--- src/rtl/imem_load_ctrl_if.sv ---
// Fetch and program-load bundle for imem_load_ctrl. The master side is the core plus
// the external loader; the slave side is the instruction store.
interface imem_load_ctrl_if #(
  parameter int unsigned N  = 32,
  parameter int unsigned AW = 6
) ();
  logic [AW-1:0] fetch_addr;
  logic [N-1:0]  fetch_q;
  logic          core_rst;
  logic          load_start;
  logic [AW:0]   load_len;
  logic          load_valid;
  logic [N-1:0]  load_data;
  logic          load_ready;
  logic          load_done;
  logic          load_err;

  modport master (
    output fetch_addr, load_start, load_len, load_valid, load_data,
    input  fetch_q, core_rst, load_ready, load_done, load_err
  );

  modport slave (
    input  fetch_addr, load_start, load_len, load_valid, load_data,
    output fetch_q, core_rst, load_ready, load_done, load_err
  );
endinterface

--- src/rtl/imem_load_ctrl.sv ---
// Writable instruction store with a load sequencer: streams a program in, zero-fills the
// tail, then releases the core, which fetches combinationally.
module imem_load_ctrl #(
  parameter int unsigned N  = 32,
  parameter int unsigned AW = 6
) (
  input logic             clk,
  input logic             reset,
  imem_load_ctrl_if.slave bus
);
  localparam int unsigned   Depth   = 2 ** AW;
  localparam logic [AW-1:0] PtrLast = {AW{1'b1}};
  localparam logic [AW-1:0] PtrOne  = {{(AW-1){1'b0}}, 1'b1};
  localparam logic [AW:0]   LenOne  = {{AW{1'b0}}, 1'b1};
  localparam logic [AW:0]   LenMax  = {1'b1, {AW{1'b0}}};

  typedef enum logic [1:0] {StClear, StLoad, StDone, StRun} state_e;

  state_e        r_state, w_state_d;
  logic [AW-1:0] r_ptr, w_ptr_d;
  logic [AW:0]   r_len, w_len_d;
  logic [N-1:0]  r_mem [Depth];

  logic          w_we;
  logic [AW-1:0] w_waddr;
  logic [N-1:0]  w_wdata;
  logic          w_len_ok;
  logic          w_last;

  assign w_len_ok = (bus.load_len != '0) && (bus.load_len <= LenMax);
  // Compare at AW+1 bits so len==64 maps to ptr==63 without overflow.
  assign w_last   = ({1'b0, r_ptr} == (r_len - LenOne));

  always_ff @(posedge clk or posedge reset) begin
    if (reset) begin
      r_state <= StClear;
      r_ptr   <= '0;
      r_len   <= '0;
    end else begin
      r_state <= w_state_d;
      r_ptr   <= w_ptr_d;
      r_len   <= w_len_d;
    end
  end

  always_comb begin
    w_state_d = r_state;
    w_ptr_d   = r_ptr;
    w_len_d   = r_len;
    w_we      = 1'b0;
    w_waddr   = r_ptr;
    w_wdata   = '0;
    unique case (r_state)
      StClear: begin
        w_we = 1'b1;
        if (r_ptr == PtrLast) begin
          w_state_d = StDone;
        end else begin
          w_ptr_d = r_ptr + PtrOne;
        end
      end
      StLoad: begin
        if (bus.load_valid) begin
          w_we    = 1'b1;
          w_wdata = bus.load_data;
          if (w_last) begin
            if (r_len == LenMax) begin
              w_state_d = StDone;
            end else begin
              w_state_d = StClear;
              w_ptr_d   = r_len[AW-1:0];
            end
          end else begin
            w_ptr_d = r_ptr + PtrOne;
          end
        end
      end
      StDone: begin
        w_state_d = StRun;
        w_ptr_d   = '0;
      end
      StRun: begin
        if (bus.load_start && w_len_ok) begin
          w_len_d   = bus.load_len;
          w_ptr_d   = '0;
          w_state_d = StLoad;
        end
      end
      default: w_state_d = StClear;
    endcase
  end

  // Storage is deliberately not reset; the post-reset CLEAR pass zeroes every word.
  always_ff @(posedge clk) begin
    if (w_we) begin
      r_mem[w_waddr] <= w_wdata;
    end
  end

  always_comb begin
    bus.core_rst   = (r_state != StRun);
    bus.load_ready = (r_state == StLoad);
    bus.load_done  = (r_state == StDone);
    bus.load_err   = (r_state == StRun) && bus.load_start && !w_len_ok;
    bus.fetch_q    = (r_state == StRun) ? r_mem[bus.fetch_addr] : '0;
  end

endmodule

--- src/flat_wrapper.sv ---
// flat-port wrapper written by rule: the top's interface ports become plain ports
module imem_load_ctrl_flat 
#(
  parameter int unsigned N  = 32,
  parameter int unsigned AW = 6
)
  (clk, reset, bus_fetch_addr, bus_load_start, bus_load_len, bus_load_valid, bus_load_data, bus_fetch_q, bus_core_rst, bus_load_ready, bus_load_done, bus_load_err);
  imem_load_ctrl_if #(.N(N), .AW(AW)) bus_i ();
  input logic clk;
  input logic reset;
  input wire logic [$bits(bus_i.fetch_addr)-1:0] bus_fetch_addr;
  input wire logic [$bits(bus_i.load_start)-1:0] bus_load_start;
  input wire logic [$bits(bus_i.load_len)-1:0] bus_load_len;
  input wire logic [$bits(bus_i.load_valid)-1:0] bus_load_valid;
  input wire logic [$bits(bus_i.load_data)-1:0] bus_load_data;
  output wire logic [$bits(bus_i.fetch_q)-1:0] bus_fetch_q;
  output wire logic [$bits(bus_i.core_rst)-1:0] bus_core_rst;
  output wire logic [$bits(bus_i.load_ready)-1:0] bus_load_ready;
  output wire logic [$bits(bus_i.load_done)-1:0] bus_load_done;
  output wire logic [$bits(bus_i.load_err)-1:0] bus_load_err;
  assign bus_i.fetch_addr = bus_fetch_addr;
  assign bus_i.load_start = bus_load_start;
  assign bus_i.load_len = bus_load_len;
  assign bus_i.load_valid = bus_load_valid;
  assign bus_i.load_data = bus_load_data;
  assign bus_fetch_q = bus_i.fetch_q;
  assign bus_core_rst = bus_i.core_rst;
  assign bus_load_ready = bus_i.load_ready;
  assign bus_load_done = bus_i.load_done;
  assign bus_load_err = bus_i.load_err;
  imem_load_ctrl #(.N(N), .AW(AW)) u_core (.clk(clk), .reset(reset), .bus(bus_i));
endmodule
--- config.mk ---
export PLATFORM = sky130hd
export DESIGN_NAME = imem_load_ctrl_flat
export DESIGN_NICKNAME = d
export VERILOG_FILES = /design/src/rtl/imem_load_ctrl_if.sv /design/src/rtl/imem_load_ctrl.sv /design/src/flat_wrapper.sv
export SDC_FILE = /design/constraint.sdc
export NUM_CORES = 2
export LEC_CHECK = 0
export BUFFER_PORTS_ARGS = -buffer_cell sky130_fd_sc_hd__buf_2
export CELL_PAD_IN_SITES_DETAIL_PLACEMENT = 1
export CELL_PAD_IN_SITES_GLOBAL_PLACEMENT = 1
export CORE_UTILIZATION = 35
export CTS_CLUSTER_SIZE = 28
export DETAILED_ROUTE_END_ITERATION = 8
export PLACE_DENSITY = 0.57
export SLEW_MARGIN = 20
export SYNTH_ARGS = -nofsm -noshare
export SYNTH_HDL_FRONTEND = slang
export SYNTH_SLANG_ARGS = --single-unit
--- constraint.sdc ---
create_clock -name clk -period 9.45 [get_ports clk]
set_input_delay 1.4175 -clock clk [delete_from_list [all_inputs] [get_ports clk]]
set_output_delay 1.4175 -clock clk [all_outputs]
set_load 0.01 [all_outputs]
# == Word level (Yosys, flattened, before mapping) ==
# Memory sizes are Yosys's and may differ from the RTL's.
# Index checks and enable logic that the tools add are counted.
# W data, S select, Z words.
# op_classes
add_sub_neg,2
multipliers,0
n_div,0
order_cmp,1
eq_ne,13
shifts,0
muxes,19
bitwise_logic,0
n_reduce_logical,10
# ops
cell,n
$mux W32,3
$mux W6,5
$pmux W6 S4,1
$mux W2,5
$pmux W2 S4,1
$reduce_and A4 Y1,2
$eq A6 B7 Y1,1
$eq A7 B7 Y1 const B,1
$le A7 B7 Y1 const B,1
$reduce_bool A7 Y1,1
$sub A7 B1 Y7 const B,1
$add A6 B1 Y6 const B,1
$eq A6 B6 Y1 const B,1
$ne A2 B1 Y1 const B,3
$ne A2 B2 Y1 const B,3
$eq A2 B2 Y1 const B,2
$logic_and A1 B1 Y1,4
$mux W1,3
$ne A3 B3 Y1 const B,1
$eq A2 B1 Y1 const B,1
$logic_not A2 Y1,1
$pmux W1 S2,1
$reduce_and A2 Y1,1
$logic_not A1 Y1,1
# word_totals
reg_bits,15
latchBits,0
ramBits,2048
rom_bits,0
in_bits,49
output_inout_bits,36
elab_cells,49
mem_count,1
# memory_table
memory,depth,word_bits,rd,rd_clocked_by_memory_dff,wr,line_no,text
u_core.r_mem,64,32,1,0,1,imem_load_ctrl.sv:22,logic [N-1:0] r_mem [Depth];

# == Logic depth before layout (Yosys ltp) ==
# depth
ltp_word,5
mapped_depth,9
depth_no_buf,8

# == Worst setup path after synthesis ==
# Ideal clock, no wire load.
# synth_path
path_kind,input port to output port
start,in bus_fetch_addr[0]
end,out bus_fetch_q[7]
arrival_time_ns,3.361
t_required_ns,8.033
slack_ns,4.672
cell_stages,7
path_buffers,3
cell_sequence,buf_2 buf_2 buf_2 mux4_2 mux4_2 a211oi_1 nor3_1
# synth_via
elab_chain_cells,2
# synth_rtl
item,line_no,text
"start, declared",flat_wrapper.sv:11,input wire logic [$bits(bus_i.fetch_addr)-1:0] bus_fetch_addr;
$mem_v2 Z64 W32,-,
$mux W32,imem_load_ctrl.sv:105,bus.fetch_q = (r_state == StRun) ? r_mem[bus.fetch_addr] : '0;
"end, declared",flat_wrapper.sv:16,output wire logic [$bits(bus_i.fetch_q)-1:0] bus_fetch_q;
# No other way between the ends.

# == Worst setup path in the final report ==
# layout_path
start,in bus_fetch_addr[0]
end,out bus_fetch_q[13]
# Same word-level chain as after synthesis.

==> results.toml <==
[floorplanning]
coreArea_mm2 = 0.225
start_util = 0.353
die_h_um = 479
pin_count = 85
dieArea_mm2 = 0.229
die_w_um = 479
num_rows = 174

[synthesis]
synth.avg_cell_area_um2 = 23.8
netlist.area_leader.share = 0.773
synth_cells = 3337
synth.cell_area_mm2 = 0.0795
synth_ff_type = "edfxtp_1"
yosys.area.top_type = "edfxtp_1"
syn_nets = 3388
async_reset_ff_frac = 0.00727
synth.most_common_cell = "edfxtp_1"
ys_ff_latch = 2063
synth_seq_area_share = 0.778
yosys_warnings = 0
synthTopCellsByArea = "edfxtp_1 (77%), mux4_2 (17%), mux2i_1 (0.60%), buf_2 (0.50%), dfrtp_1 (0.47%)"
synth_edf_count = 2048
yosysUniqueCellTypes = 58
synthTopCellsByCount = "edfxtp_1 (2048), mux4_2 (603), nor2_1 (94), buf_2 (79), clkbuf_1 (62)"

[worst_setup_path]
cp-start-kind = "input port"
worstSetupPathType = "in2out"
worstPathArrival_ns = 4.99
critPathRequiredTime_ns = 8.03
path_max_fanout = 46
cp-end-kind = "output pin"

[placement]
gp_congestion = 0.721
io_buffers = 84
dp_hpwl_um = 113000

[cells_and_area]
drive_gt1_frac = 0.321
area.growth.synth_to_final_pct = 14.1
final_nets = 3607
fin_util = 0.403
fillers = 20900

[clocking]
htree_levels = 4
ctsResizeCount = 0
cts_hold_buf = 0
clk_pin_slew_ns = 0.06
cts-root-buf = "clkbuf_16"
post_cts_buffers = 0
clk_path_buf_depth = 3
cts_buffers = 208
clkLatencyLatePin_ns = 0.83
cts_tree = "yes"
clkSinkCount = 2063

[timing]
slew_headroom = 0.287
fmax_mhz = 156
drv_slew = 0
fin_crit_sh = 0.678
finalHoldViolCount = 0
finalClockSkew_ns = 0.0239
worst_pin_slew_ns = 1.07
worst_hold_slack_ns = 0.626
setup_viol = 0
rsz0062_at_grt = "no"
timing.setup.tns_ns = 0
layout_min_cycle_time_ns = 6.41

[global_routing]
grt_first_pass_wirelength_um = 309000
grt_pass1_vias = 39200
antenna_found_initial = 9
grt_usage = 0.193
grt-ovfl-total = 0
grt_max_degree = 108

[detailed_routing]
vias = 37100
viasPerCell = 5.53
drt_iter0_drc = 3928
wl_um = 222000
drc_errors = 0
postRouteAntennaNets = 0
wire_per_inst_um = 33.0
first_pass_iters = 5

[pwr]
static-leakage-power_uw = 0.0280
powerDensity_mw_per_mm2 = 218
peakVddDrop_v = 0.000172

[outcome]
status = "complete, no violations"

[min_path]
hp-class = "reg2reg"

[run]
drv_cap = 0
registers in the layout, summed over array words and instances (netlist names):
register / count
u_core.r_mem: 2048
u_core.r_len: 7
u_core.r_ptr: 6
u_core.r_state: 2
critical path, cell delays in order:
cell,delay [ns]
buf_8,0.44
buf_4,0.66
buf_4,0.44
mux4_2,0.56
mux4_2,0.46
a22oi_1,0.40
a21oi_1,0.27
buf_2,0.21
cell type report:
cell class	instances	area [um2]	area share
Inverter	11	41.3	0.000455
Clock buffer	270	5540	0.0611
Antenna cell	3	7.51	0.0000827
Clock inverter	106	815	0.00898
Sequential cell	2063	61900	0.682
Multi-Input combinational cell	1076	17300	0.191
Timing Repair Buffer	196	1400	0.0154
Tap cell	2992	3740	0.0413
path summary, 6_finish.rpt:
kind,from,end,slack (ns),cells after the start
max in group asynchronous,reset,u_core.r_ptr[2]$_DFFE_PP0P_,8.36,2
worst min register to register,u_core.r_len[5]$_DFFE_PP0P_,u_core.r_ptr[5]$_DFFE_PP0P_,0.63,1
min in group asynchronous,reset,u_core.r_ptr[5]$_DFFE_PP0P_,0.67,2
worst max register to register,u_core.r_state[1]$_DFFE_PP0P_,u_core.r_mem[14][25]$_DFFE_PP_,5.78,6
worst max-delay path,bus_fetch_addr[0],bus_fetch_q[13],3.04,8
worst min-delay path,u_core.r_len[5]$_DFFE_PP0P_,u_core.r_ptr[5]$_DFFE_PP0P_,0.63,1
layout by cell type (no fill, tap or decap), types with 9 or more instances in the layout:
master / synthesis / layout
clkbuf_1: 62 / 57
clkinv_1: 2 / 58
nand2_1: 30 / 30
and3_4: 0 / 19
a21oi_1: 43 / 43
a22oi_1: 29 / 29
nor2_1: 94 / 26
and3_2: 1 / 14
nor2_4: 0 / 65
a211oi_1: 30 / 30
mux2_2: 20 / 20
nor2b_1: 26 / 25
clkbuf_16: 0 / 213
edfxtp_1: 2048 / 2048
mux2i_1: 48 / 48
mux4_2: 603 / 603
dfrtp_1: 15 / 15
buf_4: 17 / 104
clkinv_2: 0 / 25
buf_2: 79 / 80
o21ai_0: 17 / 17
nand3_1: 11 / 11
bufinv_16: 0 / 12
inv_1: 9 / 9
per-layer routing:
layer	global-route usage	share of wire	vias to the layer above
met4	0.0472	0.022	0
met5	0	0	-
li1	-	-	14900
met2	0.310	0.48	1162
met1	0.275	0.44	20900
met3	0.0321	0.054	268
cells by family after synthesis:
kind of cell    synth area share
flops                      0.778
mux                        0.180
simple gates              0.0141
buf+inv                   0.0117
compound gates            0.0152
xor+xnor                0.000771
fa+ha+maj               0.000315
metrics by stage:
| stage | power, uW | setup slack, ns | instances | area, um2 |
|---|---|---|---|---|
| finish | 19800 | 3.04 | 6717 | 90700 |
| global route | 20300 | 2.85 | 6716 | 90700 |
| CTS | 19900 | 3.00 | 6714 | 90700 |
| detailed placement | 12100 | 3.07 | 6338 | 84300 |
| global placement | 12100 | 3.06 | 6338 | 84300 |
| floorplan | 11500 | 4.67 | 3337 | 79500 |
power by group:
group | total [uW] | switching, uW | internal (uW)
combinational | 1450 | 979 | 471
sequential | 10400 | 89.0 | 10400
clock | 7860 | 3430 | 4430
Note: power is estimated with default switching activity, not from simulation.
